--- src/rtl/id_stage_pkg.sv ---
// RV32I shared definitions: widths, opcode constants and the operation class
// produced by the decode stage.
package risc_v_32i;

  localparam int REG_WIDTH = 5;
  localparam int REG_SIZE  = 32;
  localparam int XLEN      = 32;

  localparam logic [6:0] OPC_LUI    = 7'b0110111;
  localparam logic [6:0] OPC_AUIPC  = 7'b0010111;
  localparam logic [6:0] OPC_JAL    = 7'b1101111;
  localparam logic [6:0] OPC_JALR   = 7'b1100111;
  localparam logic [6:0] OPC_BRANCH = 7'b1100011;
  localparam logic [6:0] OPC_LOAD   = 7'b0000011;
  localparam logic [6:0] OPC_STORE  = 7'b0100011;
  localparam logic [6:0] OPC_OP_IMM = 7'b0010011;
  localparam logic [6:0] OPC_OP     = 7'b0110011;
  localparam logic [6:0] OPC_FENCE  = 7'b0001111;
  localparam logic [6:0] OPC_SYSTEM = 7'b1110011;

  // Encoding 0 is LUI so that a reset ID/EX register reads as LUI.
  typedef enum logic [3:0] {
    CLS_LUI     = 4'd0,
    CLS_AUIPC   = 4'd1,
    CLS_JAL     = 4'd2,
    CLS_JALR    = 4'd3,
    CLS_BRANCH  = 4'd4,
    CLS_LOAD    = 4'd5,
    CLS_STORE   = 4'd6,
    CLS_OP_IMM  = 4'd7,
    CLS_OP      = 4'd8,
    CLS_FENCE   = 4'd9,
    CLS_SYSTEM  = 4'd10,
    CLS_ILLEGAL = 4'd11
  } op_class_t;

endpackage

--- src/rtl/id_stage_if.sv ---
// Fetch / register-file / writeback / execute signals seen by the decode stage.
// master = surrounding pipeline, slave = id_stage.
interface id_stage_if;
  import risc_v_32i::*;

  logic                 in_valid;
  logic                 in_ready;
  logic [XLEN-1:0]      in_instr;
  logic [XLEN-1:0]      in_pc;
  logic [REG_WIDTH-1:0] rs1_addr;
  logic [REG_WIDTH-1:0] rs2_addr;
  logic [REG_SIZE-1:0]  rs1_read;
  logic [REG_SIZE-1:0]  rs2_read;
  logic                 wb_enable;
  logic [REG_WIDTH-1:0] wb_addr;
  logic [REG_SIZE-1:0]  wb_data;
  logic                 flush;
  logic                 out_valid;
  logic                 out_ready;
  logic [XLEN-1:0]      out_pc;
  logic [XLEN-1:0]      out_rs1_val;
  logic [XLEN-1:0]      out_rs2_val;
  logic [XLEN-1:0]      out_imm;
  logic [REG_WIDTH-1:0] out_rs1_addr;
  logic [REG_WIDTH-1:0] out_rs2_addr;
  logic [REG_WIDTH-1:0] out_rd;
  op_class_t            out_op;
  logic [2:0]           out_funct3;
  logic                 out_funct7b5;

  modport master (
    output in_valid, in_instr, in_pc, rs1_read, rs2_read,
           wb_enable, wb_addr, wb_data, flush, out_ready,
    input  in_ready, rs1_addr, rs2_addr, out_valid, out_pc, out_rs1_val,
           out_rs2_val, out_imm, out_rs1_addr, out_rs2_addr, out_rd,
           out_op, out_funct3, out_funct7b5
  );

  modport slave (
    input  in_valid, in_instr, in_pc, rs1_read, rs2_read,
           wb_enable, wb_addr, wb_data, flush, out_ready,
    output in_ready, rs1_addr, rs2_addr, out_valid, out_pc, out_rs1_val,
           out_rs2_val, out_imm, out_rs1_addr, out_rs2_addr, out_rd,
           out_op, out_funct3, out_funct7b5
  );

endinterface

--- src/rtl/id_stage_decoder.sv ---
// Combinational RV32I instruction decoder: op class, register fields,
// funct bits and the sign-extended immediate for each format.
module instr_decoder
  import risc_v_32i::*;
(
  input  logic [XLEN-1:0]      i_instr,
  output op_class_t            o_op,
  output logic [REG_WIDTH-1:0] o_rd,
  output logic [REG_WIDTH-1:0] o_rs1,
  output logic [REG_WIDTH-1:0] o_rs2,
  output logic [2:0]           o_funct3,
  output logic                 o_funct7b5,
  output logic [XLEN-1:0]      o_imm
);

  op_class_t       w_op;
  logic [XLEN-1:0] w_imm_i, w_imm_s, w_imm_b, w_imm_u, w_imm_j;

  assign w_imm_i = {{20{i_instr[31]}}, i_instr[31:20]};
  assign w_imm_s = {{20{i_instr[31]}}, i_instr[31:25], i_instr[11:7]};
  assign w_imm_b = {{19{i_instr[31]}}, i_instr[31], i_instr[7],
                    i_instr[30:25], i_instr[11:8], 1'b0};
  assign w_imm_u = {i_instr[31:12], 12'h000};
  assign w_imm_j = {{11{i_instr[31]}}, i_instr[31], i_instr[19:12],
                    i_instr[20], i_instr[30:21], 1'b0};

  // Classify the opcode; compressed-space encodings (low bits != 11) are illegal.
  always_comb begin
    w_op = CLS_ILLEGAL;
    if (i_instr[1:0] == 2'b11) begin
      case (i_instr[6:0])
        OPC_LUI:    w_op = CLS_LUI;
        OPC_AUIPC:  w_op = CLS_AUIPC;
        OPC_JAL:    w_op = CLS_JAL;
        OPC_JALR:   w_op = CLS_JALR;
        OPC_BRANCH: w_op = CLS_BRANCH;
        OPC_LOAD:   w_op = CLS_LOAD;
        OPC_STORE:  w_op = CLS_STORE;
        OPC_OP_IMM: w_op = CLS_OP_IMM;
        OPC_OP:     w_op = CLS_OP;
        OPC_FENCE:  w_op = CLS_FENCE;
        OPC_SYSTEM: w_op = CLS_SYSTEM;
        default:    w_op = CLS_ILLEGAL;
      endcase
    end
  end

  // Select immediate format and mask rd/rs2 for formats that do not use them.
  always_comb begin
    o_imm = '0;
    o_rd  = i_instr[11:7];
    o_rs2 = '0;
    case (w_op)
      CLS_LUI, CLS_AUIPC:                      o_imm = w_imm_u;
      CLS_JAL:                                 o_imm = w_imm_j;
      CLS_JALR, CLS_LOAD, CLS_OP_IMM, CLS_SYSTEM: o_imm = w_imm_i;
      CLS_BRANCH: begin
        o_imm = w_imm_b;
        o_rd  = '0;
        o_rs2 = i_instr[24:20];
      end
      CLS_STORE: begin
        o_imm = w_imm_s;
        o_rd  = '0;
        o_rs2 = i_instr[24:20];
      end
      CLS_OP:      o_rs2 = i_instr[24:20];
      CLS_ILLEGAL: o_rd  = '0;
      default:     o_imm = '0;
    endcase
  end

  assign o_op       = w_op;
  assign o_rs1      = i_instr[19:15];
  assign o_funct3   = i_instr[14:12];
  assign o_funct7b5 = i_instr[30];

endmodule

--- src/rtl/id_stage.sv ---
// RV32I instruction-decode stage: valid/ready handshake, register-file address
// drive, operand capture and the ID/EX output register.
// Optional feature macro: ID_WB_BYPASS_EN (writeback-to-decode operand bypass).
module id_stage
  import risc_v_32i::*;
(
  input  logic      clk,
  input  logic      rst,
  id_stage_if.slave io_bus
);

  op_class_t            w_op;
  logic [REG_WIDTH-1:0] w_rd, w_rs1, w_rs2;
  logic [2:0]           w_funct3;
  logic                 w_funct7b5;
  logic [XLEN-1:0]      w_imm;
  logic                 w_in_ready, w_accept;
  logic [REG_SIZE-1:0]  w_rs1_in, w_rs2_in, w_rs1_hold, w_rs2_hold;

  logic                 r_valid;
  logic [XLEN-1:0]      r_pc, r_imm;
  logic [REG_SIZE-1:0]  r_rs1_val, r_rs2_val;
  logic [REG_WIDTH-1:0] r_rs1_addr, r_rs2_addr, r_rd;
  op_class_t            r_op;
  logic [2:0]           r_funct3;
  logic                 r_funct7b5;

  instr_decoder u_dec (
    .i_instr    (io_bus.in_instr),
    .o_op       (w_op),
    .o_rd       (w_rd),
    .o_rs1      (w_rs1),
    .o_rs2      (w_rs2),
    .o_funct3   (w_funct3),
    .o_funct7b5 (w_funct7b5),
    .o_imm      (w_imm)
  );

  // Register-file addresses come straight from the raw fields so the read
  // data is available at the accepting edge.
  assign io_bus.rs1_addr = io_bus.in_instr[19:15];
  assign io_bus.rs2_addr = io_bus.in_instr[24:20];

  assign w_in_ready = !r_valid || io_bus.out_ready;
  assign w_accept   = io_bus.in_valid && w_in_ready && !io_bus.flush;

`ifdef ID_WB_BYPASS_EN
  // A same-edge writeback is newer than the regfile read; x0 is never forwarded.
  assign w_rs1_in = (io_bus.wb_enable && (io_bus.wb_addr != '0) &&
                     (io_bus.wb_addr == io_bus.rs1_addr)) ? io_bus.wb_data : io_bus.rs1_read;
  assign w_rs2_in = (io_bus.wb_enable && (io_bus.wb_addr != '0) &&
                     (io_bus.wb_addr == io_bus.rs2_addr)) ? io_bus.wb_data : io_bus.rs2_read;
  assign w_rs1_hold = (io_bus.wb_enable && (io_bus.wb_addr != '0) &&
                       (io_bus.wb_addr == r_rs1_addr)) ? io_bus.wb_data : r_rs1_val;
  assign w_rs2_hold = (io_bus.wb_enable && (io_bus.wb_addr != '0) &&
                       (io_bus.wb_addr == r_rs2_addr)) ? io_bus.wb_data : r_rs2_val;
`else
  logic w_unused_wb;
  assign w_rs1_in    = io_bus.rs1_read;
  assign w_rs2_in    = io_bus.rs2_read;
  assign w_rs1_hold  = r_rs1_val;
  assign w_rs2_hold  = r_rs2_val;
  assign w_unused_wb = ^{io_bus.wb_enable, io_bus.wb_addr, io_bus.wb_data};
`endif

  // ID/EX register: reset > flush > accept > drain > stall (operand refresh only).
  always_ff @(posedge clk) begin
    if (rst) begin
      r_valid    <= 1'b0;
      r_pc       <= '0;
      r_imm      <= '0;
      r_rs1_val  <= '0;
      r_rs2_val  <= '0;
      r_rs1_addr <= '0;
      r_rs2_addr <= '0;
      r_rd       <= '0;
      r_op       <= CLS_LUI;
      r_funct3   <= '0;
      r_funct7b5 <= 1'b0;
    end else if (io_bus.flush) begin
      r_valid <= 1'b0;
    end else if (w_accept) begin
      r_valid    <= 1'b1;
      r_pc       <= io_bus.in_pc;
      r_imm      <= w_imm;
      r_rs1_val  <= w_rs1_in;
      r_rs2_val  <= w_rs2_in;
      r_rs1_addr <= w_rs1;
      r_rs2_addr <= w_rs2;
      r_rd       <= w_rd;
      r_op       <= w_op;
      r_funct3   <= w_funct3;
      r_funct7b5 <= w_funct7b5;
    end else if (w_in_ready) begin
      r_valid <= 1'b0;
    end else begin
      r_rs1_val <= w_rs1_hold;
      r_rs2_val <= w_rs2_hold;
    end
  end

  assign io_bus.in_ready     = w_in_ready;
  assign io_bus.out_valid    = r_valid;
  assign io_bus.out_pc       = r_pc;
  assign io_bus.out_rs1_val  = r_rs1_val;
  assign io_bus.out_rs2_val  = r_rs2_val;
  assign io_bus.out_imm      = r_imm;
  assign io_bus.out_rs1_addr = r_rs1_addr;
  assign io_bus.out_rs2_addr = r_rs2_addr;
  assign io_bus.out_rd       = r_rd;
  assign io_bus.out_op       = r_op;
  assign io_bus.out_funct3   = r_funct3;
  assign io_bus.out_funct7b5 = r_funct7b5;

endmodule

--- src/flat_wrapper.sv ---
// flat-port wrapper written by rule: the top's interface ports become plain ports
module id_stage_flat import risc_v_32i::*;
  (clk, rst, io_bus_in_valid, io_bus_in_instr, io_bus_in_pc, io_bus_rs1_read, io_bus_rs2_read, io_bus_wb_enable, io_bus_wb_addr, io_bus_wb_data, io_bus_flush, io_bus_out_ready, io_bus_in_ready, io_bus_rs1_addr, io_bus_rs2_addr, io_bus_out_valid, io_bus_out_pc, io_bus_out_rs1_val, io_bus_out_rs2_val, io_bus_out_imm, io_bus_out_rs1_addr, io_bus_out_rs2_addr, io_bus_out_rd, io_bus_out_op, io_bus_out_funct3, io_bus_out_funct7b5);
  id_stage_if io_bus_i ();
  input  logic clk;
  input  logic rst;
  input wire logic [$bits(io_bus_i.in_valid)-1:0] io_bus_in_valid;
  input wire logic [$bits(io_bus_i.in_instr)-1:0] io_bus_in_instr;
  input wire logic [$bits(io_bus_i.in_pc)-1:0] io_bus_in_pc;
  input wire logic [$bits(io_bus_i.rs1_read)-1:0] io_bus_rs1_read;
  input wire logic [$bits(io_bus_i.rs2_read)-1:0] io_bus_rs2_read;
  input wire logic [$bits(io_bus_i.wb_enable)-1:0] io_bus_wb_enable;
  input wire logic [$bits(io_bus_i.wb_addr)-1:0] io_bus_wb_addr;
  input wire logic [$bits(io_bus_i.wb_data)-1:0] io_bus_wb_data;
  input wire logic [$bits(io_bus_i.flush)-1:0] io_bus_flush;
  input wire logic [$bits(io_bus_i.out_ready)-1:0] io_bus_out_ready;
  output wire logic [$bits(io_bus_i.in_ready)-1:0] io_bus_in_ready;
  output wire logic [$bits(io_bus_i.rs1_addr)-1:0] io_bus_rs1_addr;
  output wire logic [$bits(io_bus_i.rs2_addr)-1:0] io_bus_rs2_addr;
  output wire logic [$bits(io_bus_i.out_valid)-1:0] io_bus_out_valid;
  output wire logic [$bits(io_bus_i.out_pc)-1:0] io_bus_out_pc;
  output wire logic [$bits(io_bus_i.out_rs1_val)-1:0] io_bus_out_rs1_val;
  output wire logic [$bits(io_bus_i.out_rs2_val)-1:0] io_bus_out_rs2_val;
  output wire logic [$bits(io_bus_i.out_imm)-1:0] io_bus_out_imm;
  output wire logic [$bits(io_bus_i.out_rs1_addr)-1:0] io_bus_out_rs1_addr;
  output wire logic [$bits(io_bus_i.out_rs2_addr)-1:0] io_bus_out_rs2_addr;
  output wire logic [$bits(io_bus_i.out_rd)-1:0] io_bus_out_rd;
  output wire logic [$bits(io_bus_i.out_op)-1:0] io_bus_out_op;
  output wire logic [$bits(io_bus_i.out_funct3)-1:0] io_bus_out_funct3;
  output wire logic [$bits(io_bus_i.out_funct7b5)-1:0] io_bus_out_funct7b5;
  assign io_bus_i.in_valid = io_bus_in_valid;
  assign io_bus_i.in_instr = io_bus_in_instr;
  assign io_bus_i.in_pc = io_bus_in_pc;
  assign io_bus_i.rs1_read = io_bus_rs1_read;
  assign io_bus_i.rs2_read = io_bus_rs2_read;
  assign io_bus_i.wb_enable = io_bus_wb_enable;
  assign io_bus_i.wb_addr = io_bus_wb_addr;
  assign io_bus_i.wb_data = io_bus_wb_data;
  assign io_bus_i.flush = io_bus_flush;
  assign io_bus_i.out_ready = io_bus_out_ready;
  assign io_bus_in_ready = io_bus_i.in_ready;
  assign io_bus_rs1_addr = io_bus_i.rs1_addr;
  assign io_bus_rs2_addr = io_bus_i.rs2_addr;
  assign io_bus_out_valid = io_bus_i.out_valid;
  assign io_bus_out_pc = io_bus_i.out_pc;
  assign io_bus_out_rs1_val = io_bus_i.out_rs1_val;
  assign io_bus_out_rs2_val = io_bus_i.out_rs2_val;
  assign io_bus_out_imm = io_bus_i.out_imm;
  assign io_bus_out_rs1_addr = io_bus_i.out_rs1_addr;
  assign io_bus_out_rs2_addr = io_bus_i.out_rs2_addr;
  assign io_bus_out_rd = io_bus_i.out_rd;
  assign io_bus_out_op = io_bus_i.out_op;
  assign io_bus_out_funct3 = io_bus_i.out_funct3;
  assign io_bus_out_funct7b5 = io_bus_i.out_funct7b5;
  id_stage u_core (.clk(clk), .rst(rst), .io_bus(io_bus_i));
endmodule
--- config.mk ---
export PLATFORM = sky130hd
export DESIGN_NAME = id_stage_flat
export DESIGN_NICKNAME = d
export VERILOG_FILES = /design/src/rtl/id_stage_pkg.sv /design/src/rtl/id_stage_if.sv /design/src/rtl/id_stage_decoder.sv /design/src/rtl/id_stage.sv /design/src/flat_wrapper.sv
export SDC_FILE = /design/constraint.sdc
export NUM_CORES = 1
export LEC_CHECK = 0
export ABC_AREA = 1
export BUFFER_PORTS_ARGS = -buffer_cell sky130_fd_sc_hd__buf_2
export CAP_MARGIN = 5
export CORE_AREA = 2 2 130 132
export DETAILED_ROUTE_END_ITERATION = 10
export DIE_AREA = 0 0 132 134
export PLACE_DENSITY_LB_ADDON = 0.08
export RECOVER_POWER = 25
export SLEW_MARGIN = 0
export SYNTH_ARGS = -nofsm -noshare
export SYNTH_HDL_FRONTEND = slang
export SYNTH_SLANG_ARGS = --single-unit
--- constraint.sdc ---
create_clock -name clk -period 3.7 [get_ports clk]
set_input_delay 0.74 -clock clk [delete_from_list [all_inputs] [get_ports clk]]
set_output_delay 0.74 -clock clk [all_outputs]
set_load 0.03 [all_outputs]
==> results.yml <==
pwr:
  power_uw: 3950
  p_leak_uw: 0.00392
  power.density_nw_per_um2: 492
  peakVddDrop_v: 0.000303
sta:
  slew_violations: 161
  setup_viol: 0
  worst_pin_slew_ps: 2420
  finalHoldViolCount: 0
  relSlewSlack_pct: -61.3
  setup_tns_ps: 0
  fin_skew_ps: 8.09
  max_freq_mhz: 391
  finalCritPeriodShare_pct: 69.0
  rsz0062_at_grt: "no"
  min_period_ps: 2550
finish:
  final_common_cell: "buf_2"
  fin_cells: 1311
  final_util_pct: 49.3
  fillCellCount: 1748
  diodes: 0
  nNetsFinal: 1250
  areaGrowthSynthToFinish_pct: 33.0
  layout-drive-gt1-share_pct: 28.9
  final_cell_mix: "buf_2 (241), nor2_1 (234), dfxtp_1 (152)"
status:
  status: "finished with violations"
  violations: "max-capacitance violations, max-slew violations"
clocking:
  cts_tree: "done"
  post-cts-setup-buffers: 0
  cts_buffer_depth: 2
  numCtsBuffers: 17
  clock_latency_ps: 410
  cts_hold_buf: 0
  cts.htree.levels: 4
  cts.repair.resized: 0
  cts_root_buf: "clkbuf_16"
  cts_num_sinks: 152
  path_clk_slew_ps: 60
critical_path:
  worst_ep_arrival_time_ps: 2870
  cp-start-kind: "primary input"
  path_class: "primary input to register"
  cp_data_required_time_ps: 4010
  path_max_fanout: 46
  cp-end-kind: "register"
synth:
  synth_cells: 822
  ys_ff_latch: 152
  avgSynthCellArea_sq_um: 7.35
  seq_area_frac_synth_pct: 50.4
  synth.largest_area_cell: "dfxtp_1"
  yosys.area.top_type_share_pct: 50.4
  synth.area.top_cells: "dfxtp_1 (50%), nor2_1 (15%), o21ai_0 (8.9%), nand2_1 (8.1%), a21oi_1 (2.7%)"
  synth_cell_type_count: 27
  yosysWarnings: 0
  synth_nets: 993
  syn_area_sq_um: 6040
global_routing:
  grt_overflow_total: 0
  grt_pass1_vias: 5742
  track_usage_pct: 20.7
  antenna_found_initial: 0
  grt_max_degree: 150
  grt_pass1_wl_mm: 29.5
route:
  drt-total-wl_mm: 18.3
  wire_per_inst_um: 14.0
  dr_total_vias: 6067
  antenna_left: 0
  drc: 0
  first_pass_iters: 4
  drt_iter0_drc: 418
  vias_per_cell: 4.63
place:
  io_buffers: 295
  dp_cells: 1280
  place.gp.congestion: 0.832
  hpwlAfterDp_mm: 12.5
floorplan:
  core_region_area_sq_um: 16300
  design.die.area_sq_um: 17700
  start_util_pct: 37.1
  die_h_um: 134
  num_rows: 47
  io_pins: 334
  die-width_um: 132
flow_run:
  max_cap_violations: 1
worst_hold_path:
  min_path_type: "register to register"
[Yosys cell counts]
library cell	instances
nand3b_1	1
buf_1	1
o221ai_1	1
inv_2	6
o21ai_1	1
a21oi_1	33
clkbuf_1	32
nor2_2	5
nor3_4	1
nand3_2	3
nor3_1	2
o22ai_1	1
nor2_1	234
dfxtp_1	152
nand2_2	7
o21ai_4	2
nand4_1	14
buf_2	18
a211oi_1	1
nand3_1	21
inv_4	1
nand2_1	131
o21ai_0	107
a21oi_2	14
buf_4	11
buf_6	1
inv_1	21
[worst max-delay path, stage by stage]
cell and delay [ps]:
buf_2 90, clkbuf_1 1710, nor2_1 130, nand2_1 140, inv_1 40
[kinds of logic after synthesis]
group | count (synthesis) | share of synthesized area, %
simple gates | 419 | 28.2
buf+inv | 91 | 6.87
compound gates | 160 | 14.6
flops | 152 | 50.4
[flip-flops by register name, indices dropped and copies added (netlist names)]
register,cells
u_core.io_bus.out_rs1_addr,5
u_core.io_bus.out_funct3,3
u_core.io_bus.out_rs2_val,32
u_core.io_bus.out_op,4
u_core.io_bus.out_valid,1
u_core.io_bus.out_rs1_val,32
u_core.io_bus.out_imm,32
u_core.io_bus.out_rs2_addr,5
u_core.io_bus.out_funct7b5,1
u_core.io_bus.out_rd,5
u_core.io_bus.out_pc,32
[worst paths after layout]
path / startpoint / to / slack [ps] / cells past startpoint
worst max-delay path: rst / u_core.io_bus.out_op[3]$_SDFFE_PP0P_ / 1150 / 5
worst min-delay path: u_core.io_bus.out_imm[19]$_SDFFE_PP0P_ / u_core.io_bus.out_imm[19]$_SDFFE_PP0P_ / 460 / 2
worst max register to register: u_core.io_bus.out_valid$_SDFFE_PP0P_ / u_core.io_bus.out_imm[0]$_SDFFE_PP0P_ / 1410 / 8
worst min register to register: u_core.io_bus.out_imm[19]$_SDFFE_PP0P_ / u_core.io_bus.out_imm[19]$_SDFFE_PP0P_ / 460 / 2
[report_power, final]
group          switching [uW]  internal, uW  total [uW]
clock                     690           939        1630
sequential               37.4          1720        1760
combinational             404           162         565
[metal layers]
metal	global-route usage, %	part of all wire (%)
met5	0	0
met4	7.43	1.8
met3	7.11	8.0
met2	34.0	48
met1	25.2	42
[cell type report]
class,instances,area [sq um],share of cell area [%]
tap,220,275,3.43
clock buffer,20,447,5.56
timing repair buffer,301,1480,18.4
clock inverter,11,101,1.26
sequential,152,3040,37.9
multi-input combinational,579,2580,32.2
inverter,28,110,1.37
[through the flow]
step           hold slack, ps  instance area (sq um)  worst slack [ps]
2_1_floorplan             590                   6040              1830
3_3_place_gp              452                   7570              1480
3_5_place_dp              454                   7570              1490
4_1_cts                   463                   8120              1640
5_1_grt                   480                   8040               904
6_report                  462                   8040              1150
Note: power is estimated with default switching activity, not from simulation.
